`src/rtl/hazard_fwd_ctrl.sv`:
```
// Hazard detection and operand-forwarding control for a five-stage MIPS pipeline.
// Shadow E/M/W registers track each in-flight write's destination and cycles until its result is ready.
module hazard_fwd_ctrl (
    input  logic       clk,
    input  logic       reset,
    input  logic [4:0] D_rs,
    input  logic [4:0] D_rt,
    input  logic       D_use_rs,
    input  logic       D_use_rt,
    input  logic [1:0] D_tuse_rs,
    input  logic [1:0] D_tuse_rt,
    input  logic [4:0] D_wa,
    input  logic [1:0] D_tnew,
    output logic       stall,
    output logic [1:0] D_rs_sel,
    output logic [1:0] D_rt_sel,
    output logic [1:0] E_rs_sel,
    output logic [1:0] E_rt_sel
);

    logic [4:0] e_wa_reg, e_rs_reg, e_rt_reg, m_wa_reg, w_wa_reg;
    logic [1:0] e_tnew_reg, m_tnew_reg;

    // Operand 0 is rs and operand 1 is rt.
    logic [4:0] d_src  [2];
    logic       d_use  [2];
    logic [1:0] d_tuse [2];
    logic [4:0] e_src  [2];
    logic [1:0] d_sel  [2];
    logic [1:0] e_sel  [2];
    logic [1:0] op_stall;

    assign d_src[0]  = D_rs;
    assign d_src[1]  = D_rt;
    assign d_use[0]  = D_use_rs;
    assign d_use[1]  = D_use_rt;
    assign d_tuse[0] = D_tuse_rs;
    assign d_tuse[1] = D_tuse_rt;
    assign e_src[0]  = e_rs_reg;
    assign e_src[1]  = e_rt_reg;

    genvar gi;
    generate
        for (gi = 0; gi < 2; gi++) begin : g_op
            logic d_hit_e, d_hit_m, e_hit_m, e_hit_w;

            assign d_hit_e = (d_src[gi] != 5'd0) && (d_src[gi] == e_wa_reg);
            assign d_hit_m = (d_src[gi] != 5'd0) && (d_src[gi] == m_wa_reg);
            assign e_hit_m = (e_src[gi] != 5'd0) && (e_src[gi] == m_wa_reg);
            assign e_hit_w = (e_src[gi] != 5'd0) && (e_src[gi] == w_wa_reg);

            assign op_stall[gi] = d_use[gi] &&
                                  ((d_hit_e && (e_tnew_reg > d_tuse[gi])) ||
                                   (d_hit_m && (m_tnew_reg > d_tuse[gi])));

            // A younger producer in E shadows M even when its value is not ready yet.
            assign d_sel[gi] = d_hit_e ? ((e_tnew_reg == 2'd0) ? 2'd1 : 2'd0)
                             : (d_hit_m && (m_tnew_reg == 2'd0)) ? 2'd2 : 2'd0;

            assign e_sel[gi] = (e_hit_m && (m_tnew_reg == 2'd0)) ? 2'd1
                             : e_hit_w ? 2'd2 : 2'd0;
        end
    endgenerate

    assign stall    = |op_stall;
    assign D_rs_sel = d_sel[0];
    assign D_rt_sel = d_sel[1];
    assign E_rs_sel = e_sel[0];
    assign E_rt_sel = e_sel[1];

    always_ff @(posedge clk or posedge reset) begin
        if (reset) begin
            e_wa_reg   <= 5'd0;
            e_rs_reg   <= 5'd0;
            e_rt_reg   <= 5'd0;
            e_tnew_reg <= 2'd0;
            m_wa_reg   <= 5'd0;
            m_tnew_reg <= 2'd0;
            w_wa_reg   <= 5'd0;
        end else begin
            if (stall) begin
                e_wa_reg   <= 5'd0;
                e_rs_reg   <= 5'd0;
                e_rt_reg   <= 5'd0;
                e_tnew_reg <= 2'd0;
            end else begin
                e_wa_reg   <= D_wa;
                e_rs_reg   <= D_rs;
                e_rt_reg   <= D_rt;
                e_tnew_reg <= D_tnew;
            end
            m_wa_reg   <= e_wa_reg;
            m_tnew_reg <= (e_tnew_reg == 2'd0) ? 2'd0 : e_tnew_reg - 2'd1;
            w_wa_reg   <= m_wa_reg;
        end
    end

endmodule
```
`config.mk`:
```
export PLATFORM = sky130hd
export DESIGN_NAME = hazard_fwd_ctrl
export DESIGN_NICKNAME = d
export VERILOG_FILES = /design/src/rtl/hazard_fwd_ctrl.sv
export SDC_FILE = /design/constraint.sdc
export NUM_CORES = 1
export LEC_CHECK = 0
export BUFFER_PORTS_ARGS = -buffer_cell sky130_fd_sc_hd__buf_4
export CORE_AREA = 2 2 56 58
export DETAILED_ROUTE_END_ITERATION = 7
export DIE_AREA = 0 0 58 60
export PLACE_DENSITY = 0.9
export SKIP_LAST_GASP = 1
export SYNTH_ARGS = -nofsm -noshare
export SYNTH_HDL_FRONTEND = slang
export SYNTH_SLANG_ARGS = --single-unit
```
`constraint.sdc`:
```
create_clock -name clk -period 6.3 [get_ports clk]
set_input_delay 1.26 -clock clk [delete_from_list [all_inputs] [get_ports clk]]
set_output_delay 1.26 -clock clk [all_outputs]
set_load 0.01 [all_outputs]
```
==> metrics <==
# diodes 0; reg-to-reg startpoint e_tnew_reg[0]$_DFF_PP0_; most frequent CP cell buf_4; Fin Setup TNS 0 ps; Skew-Pair Late Insertion Delay 330 ps; largest net degree at the start of global routing 30; max-cap viol count 0; crit-path max FO 4; worst r2r path cells 8; hold_sp e_wa_reg[0]$_DFF_PP0_; vias in the first global route 1315; 1st-iter DRT viols 69; Post-Syn Area 0.00163 sq mm; global-route congestion overflow total 0; post-layout min period 4100 ps; crit-path cells buf_4, or4_1, o211ai_1, nor4_1, nor4_2, inv_1, buf_4; DR vias 1278; GPL Wtd Cong 0.972; overall die width 58 um; CTS tree yes; most common cell in the netlist dfrtp_1; core outline area 0.00290 sq mm; H-tree Lvls 2; vias per cell 5.51; synthesis-to-finish area growth 22.8%; Cell Pwr Density 227 mW/mm^2; layout cell share with drive strength beyond 1 0.226; Worst Skew 8.83 ps; clock root buffer clkbuf_4; WHS 458 ps; setup bufs post-CTS 0; antenna-violating nets left 0; worst setup path class input port to output pin; Final nets 231; Max Buffers Root-to-Sink 2; Worst Hold End m_wa_reg[0]$_DFF_PP0_; largest area contributor in the netlist dfrtp_1; Post-CTS Hold Fix Bufs 0; reg2reg setup slack 4390 ps; Worst Setup End Kind output pin; Post-Syn Nets 192; Syn. warnings 0; setup violators final 0; Die H 60 um; Yosys top cell area share 0.446; io pins 34; worst endpoint data arrival time 2840 ps; peak supply drop 0.207 mV; ys flop type dfrtp_1; row count 20; RSZ-0062 raised after global routing false; Slew Limit Fails 0; share of synthesized flip-flops with an asynchronous set or reset 1.00; post-synthesis average cell area 10.2 sq um; PnR worst setup slack 2200 ps; period utilization 0.650; LEAKAGE 0.903 nW; status completed; Synth Register Bits 29; global-route wire length before repair 5870 um; gr usage total 0.232; Max Fclk 0.244 GHz; synth unique cells 23; Synth area leaders dfrtp_1, xnor2_1, and2_1; number of flops mapped to enable cells by yosys 0; largest stage delay on the critical path 560 ps; drt drc 0; hold path depth 0; CP max-delay cell or4_1; critical path required time 5040 ps; Hold Violations, Final 0; r2r endpoint e_rs_reg[4]$_DFF_PP0_; final WL 3470 um; CP Launch Type input port; clk sinks 29; placed wire-length estimate 2730 um; Reg clk slew, reported paths 90 ps; Seq/Total Area, Yosys 0.446; CTS resizes 0; WL per Instance 14.9 um; Max transition margin 0.315; quantity of I/O buffers inserted on ports 33; setup slack at placement 2210 ps; Inserted Clock Buffers 5; Commonest cells post-synth dfrtp_1, xnor2_1, and2_1, inv_1, xor2_1; Gate Count Post-Synth 159; worst slew pin tran 1030 ps; worst hold path type flip-flop to flip-flop; Initial Util 0.561; initial antenna violation count 0; DIE AREA 0.00348 sq mm; DRT Pass-1 Iters 4
-- power breakdown --
| part | total, W | switching [W] | internal (W) |
|---|---|---|---|
| clock | 0.000157 | 0.0000623 | 0.0000942 |
| sequential | 0.000215 | 0.0000170 | 0.000198 |
| combinational | 0.0000809 | 0.0000374 | 0.0000435 |
-- metal layers --
metal,part of all wire,vias up,wire length [um],global-route usage
li1,-,610,-,-
met1,0.38,593,1310,0.266
met2,0.53,57,1820,0.403
met3,0.048,18,167,0.0346
met4,0.050,0,172,0.153
met5,0,-,0,0
-- through the flow --
step | total power (W) | utilization | std cells | area (sq um)
2_1_floorplan | 0.000267 | - | 159 | 1630
3_3_place_gp | 0.000294 | 0.658 | 224 | 1910
3_5_place_dp | 0.000300 | 0.658 | 224 | 1910
4_1_cts | 0.000457 | 0.688 | 232 | 2000
5_1_grt | 0.000475 | 0.688 | 232 | 2000
6_report | 0.000453 | 0.688 | 232 | 2000
-- worst max-delay path: cells and delay by family --
family / cells / cell delay (ps)
AOI/OAI and AO/OA: 1 / 240
buffers and inverters: 3 / 360
and+or+nand+nor: 3 / 990
-- cell type report --
| type | instances | area [sq um] |
|---|---|---|
| inverter | 12 | 45.0 |
| multi-input combinational | 116 | 842 |
| fill | 222 | 905 |
| timing repair buffer | 34 | 255 |
| tap | 33 | 41.3 |
| clock inverter | 2 | 37.5 |
| clock buffer | 6 | 51.3 |
| sequential | 29 | 726 |
-- worst max path at each step --
stage / slack (ps) / startpoint / cells past startpoint / endpoint
global route: 2100 / D_rt[1] / 7 / stall
CTS: 2200 / D_rt[1] / 7 / stall
detailed placement: 2210 / D_rt[1] / 7 / stall
finish: 2200 / D_rt[1] / 7 / stall
floorplan: 2250 / D_rt[1] / 6 / stall
global placement: 2290 / D_rt[1] / 7 / stall
-- cells by family after synthesis --
| kind of cell | after synthesis | synth area share |
|---|---|---|
| buf+inv | 14 | 0.0369 |
| simple gates | 60 | 0.210 |
| compound gates | 10 | 0.0415 |
| xor+xnor | 38 | 0.204 |
| fa+ha+maj | 8 | 0.0615 |
| flops | 29 | 0.446 |
-- layout by cell type (no fill, tap or decap), types with 3 or more instances in the layout --
master | Yosys | layout
or4_1 | 5 | 5
nor3_1 | 3 | 3
xor2_1 | 11 | 11
and2_1 | 18 | 18
nor4_1 | 7 | 7
o211ai_1 | 4 | 4
nand2_1 | 8 | 8
clkbuf_4 | 0 | 5
dfrtp_1 | 29 | 29
buf_4 | 0 | 34
inv_1 | 12 | 12
xnor2_1 | 27 | 27
nand3_1 | 6 | 6
ha_1 | 8 | 8
a21oi_1 | 4 | 4
nor2_1 | 6 | 6
No activity file was read; power rests on OpenSTA's default activity.
